==> src/rtl/operand_bus_arbiter.sv <==
// Round-robin arbiter for the shared operand bus: drives the 4-input operand
// mux select and captures the mux output into a registered valid/ready stage.
module operand_bus_arbiter #(
  parameter int S        = 32,
  parameter int V        = 192,
  parameter int MAX_LOCK = 4
) (
  input  logic         clk,
  input  logic         rst_n,
  input  logic [3:0]   req,
  input  logic [3:0]   lock,
  input  logic [V-1:0] bus_e,
  output logic [1:0]   sel,
  output logic [3:0]   gnt,
  output logic [V-1:0] out_data,
  output logic         out_valid,
  output logic [1:0]   out_src,
  input  logic         out_ready
);

  localparam int BW = $clog2(MAX_LOCK + 1);

  // Scalar sources are zero-extended by the mux, so they can never be wider.
  if (S > V) begin : g_scalar_wider_than_bus
  end

  typedef enum logic {IDLE, OWNED} mode_e;

  mode_e          mode_q, mode_d;
  logic [1:0]     ptr_q, ptr_d;
  logic [1:0]     owner_q, owner_d;
  logic [BW-1:0]  beat_cnt_q, beat_cnt_d;
  logic [1:0]     sel_q;
  logic [V-1:0]   out_data_q;
  logic           out_valid_q;
  logic [1:0]     out_src_q;

  logic           accept, take, locked;
  logic [1:0]     rr_w, win;

  // Scan downward so the entry nearest ptr overrides the others.
  always_comb begin
    rr_w = ptr_q;
    for (int k = 3; k >= 0; k--) begin
      if (req[ptr_q + 2'(k)]) rr_w = ptr_q + 2'(k);
    end
  end

  always_comb begin
    accept     = ~out_valid_q | out_ready;
    take       = rst_n & accept & (|req);
    locked     = (mode_q == OWNED) & req[owner_q] & (beat_cnt_q < BW'(MAX_LOCK));
    win        = locked ? owner_q : rr_w;
    gnt        = take ? (4'b0001 << win) : 4'b0000;
    sel        = take ? win : sel_q;

    ptr_d      = locked ? ptr_q : win + 2'd1;
    mode_d     = IDLE;
    owner_d    = owner_q;
    beat_cnt_d = '0;
    if (lock[win]) begin
      mode_d     = OWNED;
      owner_d    = win;
      beat_cnt_d = locked ? beat_cnt_q + BW'(1) : BW'(1);
    end
  end

  always_ff @(posedge clk or negedge rst_n) begin
    if (!rst_n) begin
      mode_q      <= IDLE;
      ptr_q       <= '0;
      owner_q     <= '0;
      beat_cnt_q  <= '0;
      sel_q       <= '0;
      out_data_q  <= '0;
      out_valid_q <= 1'b0;
      out_src_q   <= '0;
    end else if (take) begin
      mode_q      <= mode_d;
      ptr_q       <= ptr_d;
      owner_q     <= owner_d;
      beat_cnt_q  <= beat_cnt_d;
      sel_q       <= win;
      out_data_q  <= bus_e;
      out_valid_q <= 1'b1;
      out_src_q   <= win;
    end else if (out_ready) begin
      out_valid_q <= 1'b0;
    end
  end

  assign out_data  = out_data_q;
  assign out_valid = out_valid_q;
  assign out_src   = out_src_q;

endmodule

==> config.mk <==
export PLATFORM = sky130hd
export DESIGN_NAME = operand_bus_arbiter
export DESIGN_NICKNAME = d
export VERILOG_FILES = /design/src/rtl/operand_bus_arbiter.sv
export SDC_FILE = /design/constraint.sdc
export NUM_CORES = 1
export LEC_CHECK = 0
export CELL_PAD_IN_SITES_DETAIL_PLACEMENT = 0
export CELL_PAD_IN_SITES_GLOBAL_PLACEMENT = 1
export CORE_MARGIN = 3
export CORE_UTILIZATION = 31
export CTS_CLUSTER_SIZE = 40
export DETAILED_ROUTE_END_ITERATION = 16
export PLACE_DENSITY_LB_ADDON = 0.1
export SYNTH_ARGS = -nofsm -noshare
export SYNTH_HDL_FRONTEND = slang
export SYNTH_SLANG_ARGS = --single-unit
==> constraint.sdc <==
create_clock -name clk -period 7.6 [get_ports clk]
set_input_delay 2.28 -clock clk [delete_from_list [all_inputs] [get_ports clk]]
set_output_delay 2.28 -clock clk [all_outputs]
set_load 0.005 [all_outputs]
==> impl_metrics.json <==
{
  "status": "complete, no violations",
  "io_pins": 404,
  "cap_violations": 0,
  "firstDrtPassIters": 4,
  "wl_per_cell_microns": 16.3,
  "syn_to_final_growth_pct": 63.9,
  "end_kind": "output port",
  "grt_overflow": 0,
  "via_per_inst": 4.30,
  "die_w_microns": 167,
  "tightest_slew_ps": 1070,
  "power_mw": 3.38,
  "power_density_nw_per_um2": 257,
  "clkSinkCount": 205,
  "skew_ps": 7.06,
  "drc_errors": 0,
  "syn-num-nets": 1122,
  "min_path_cells": 2,
  "syn-cell-area_sq_um": 8050,
  "io_buffer_count": 403,
  "clk-insertion-delay-late_ps": 500,
  "hold_viol_final": 0,
  "rr_worst_depth": 6,
  "antenna_found_initial": 1,
  "final_cell_area_sq_um": 13200,
  "wl_microns": 26800,
  "post_cts_resize_count": 0,
  "ys_seq_area_frac": 0.638,
  "final_cells": 1651,
  "num_rows": 58,
  "synth_cells": 914,
  "cts_setup_buffers": 0,
  "worstPathCellList": "clkdlybuf4s50_1 -> nand2b_1 -> a21oi_1 -> o311ai_0 -> nand2_1 -> inv_1 -> ha_1 -> and2_1 -> clkdlybuf4s50_1",
  "clockRootBuffer": "clkbuf_16",
  "htreeDepth": 1,
  "critical_path_class": "primary input to output port",
  "drive_above_1_share": 0.0432,
  "place_congestion": 0.769,
  "power_leakage_nw": 6.44,
  "hp-class": "flop to flop",
  "cp.buffers_inverters": 3,
  "max_freq_mhz": 140,
  "cpMostUsedCell": "clkdlybuf4s50_1",
  "synth_warnings": 0,
  "grt_use_total": 0.185,
  "cts_tree": "yes",
  "numCtsBuffers": 25,
  "critical_path.top_delay_family": "buffers and inverters",
  "worstPathMaxFanout": 7,
  "maxSlewHeadroom": 0.286,
  "cp_num_cells": 9,
  "setup_tns_ps": 0,
  "path_clk_slew_ps": 50,
  "max_stage_delay_ps": 610,
  "detail-route-antenna-nets": 0,
  "min_period_over_period": 0.940,
  "chipHeight_microns": 167,
  "cts_hold_buf": 0,
  "dp_slack_ps": 505,
  "critPathLaunchType": "primary input",
  "synth_cell_types": 37,
  "dieArea_sq_um": 27900,
  "grt_pass1_vias": 7112,
  "crit_required_ps": 5320,
  "nets": 1512,
  "irDropWorstVdd_mv": 0.174,
  "start_util": 0.318,
  "clockBufferDepth": 3,
  "period_needed_ps": 7140,
  "ys_ff_latch": 205,
  "dp_hpwl_microns": 18400,
  "drt_iter0_drc": 353,
  "critPathArrivalTime_ps": 4860,
  "place_inst": 1607,
  "cp_slowest_cell": "clkdlybuf4s50_1",
  "avgSynthCellArea_sq_um": 8.80,
  "drv_slew": 0,
  "grt_pass1_wl_microns": 41300,
  "core_sq_um": 25300,
  "setup_viol": 0,
  "layout_setup_ws_ps": 459,
  "grt_max_degree": 203,
  "rsz0062_at_grt": "no",
  "vias": 7106,
  "post_dp_cell_area_sq_um": 12400
}
synthesized netlist by cell type (all sizes together):
master,count,area (sq um)
a21boi,1,7.51
o311a,1,10.0
clkbuf,44,165
buf,2,15.0
a211oi,1,7.51
nand2b,5,31.3
o21ai,3,15.0
nor3,1,5.00
nor2,11,41.3
o31ai,4,45.1
o311ai,1,8.76
inv,9,33.8
and3b,1,8.76
ha,5,62.6
nand3,2,10.0
mux4,1,22.5
or4,1,11.3
a21oi,6,30.0
nor2b,4,25.0
o21bai,3,22.5
o32ai,1,8.76
o21a,1,7.51
or2,2,12.5
or3b,1,8.76
mux2,2,26.3
mux2i,1,10.0
o2bb2ai,1,15.0
dfrtp,205,5130
and2,6,40.0
nand2,587,2200
and3,1,6.26
state kept, by name, summed over array words and instances (netlist names):
name	flops
beat_cnt_q	3
mode_q	1
sel_q	2
out_data	192
out_src	2
owner_q	2
ptr_q	2
out_valid	1
final timing paths:
check                      slack, ps                        end                 startpoint
hold / removal                   470  out_data[146]$_DFFE_PN0P_  out_data[146]$_DFFE_PN0P_
min in group asynchronous       1640  out_data[113]$_DFFE_PN0P_                      rst_n
setup reg to reg                5200  beat_cnt_q[2]$_DFFE_PN0P_     owner_q[0]$_DFFE_PN0P_
max in group asynchronous       4190  out_data[152]$_DFFE_PN0P_                      rst_n
hold reg to reg                  470  out_data[146]$_DFFE_PN0P_  out_data[146]$_DFFE_PN0P_
setup / recovery                 460                     gnt[1]                     req[0]
kinds of logic after synthesis:
| family | synth area share |
|---|---|
| compound gates | 0.0221 |
| fa+ha+maj | 0.00777 |
| buf+inv | 0.0266 |
| flops | 0.638 |
| mux | 0.00731 |
| simple gates | 0.299 |
layer usage:
metal / vias to the layer above / global-route usage / wire, microns
li1: 3550 / - / -
met1: 3291 / 0.219 / 10600
met2: 227 / 0.323 / 13400
met3: 38 / 0.0619 / 2080
met4: 0 / 0.0516 / 710
met5: - / 0 / 0
report_power, final:
part	total, mW	switching, mW	internal, mW
Clock	1.15	0.456	0.694
Sequential	1.36	0.0967	1.27
Combinational	0.869	0.368	0.501
through the flow:
stage,hold slack [ps],utilization
after global routing,485,0.521
final,468,0.521
after detailed placement,461,0.489
after CTS,474,0.521
after floorplan,461,-
after global placement,456,0.489
area by class of cell:
| class | instances | area [sq um] |
|---|---|---|
| fill | 2384 | 12100 |
| timing repair buffer | 409 | 4100 |
| clock inverter | 8 | 71.3 |
| sequential | 205 | 5130 |
| antenna | 1 | 2.50 |
| clock buffer | 35 | 723 |
| inverter | 9 | 33.8 |
| tap | 330 | 413 |
| multi-input combinational | 654 | 2720 |
layout by cell type, fill, tap and decap left out, drive strengths merged, types with 3 or more instances in the layout:
cell	netlist	routed
a21oi	6	6
and2	6	6
buf	2	6
clkbuf	44	36
clkdlybuf4s50	0	402
clkinv	0	6
dfrtp	205	205
ha	5	5
inv	9	10
nand2	587	587
nand2b	5	5
nor2	11	11
nor2b	4	4
o21ai	3	3
o21bai	3	3
o31ai	4	4
tightest hold or removal path, cell delays in order, from the launching register on:
cell     delay (ps)
dfrtp_1         330
nand2_1          50
nand2_1          60
(Power assumes the default switching activity.)
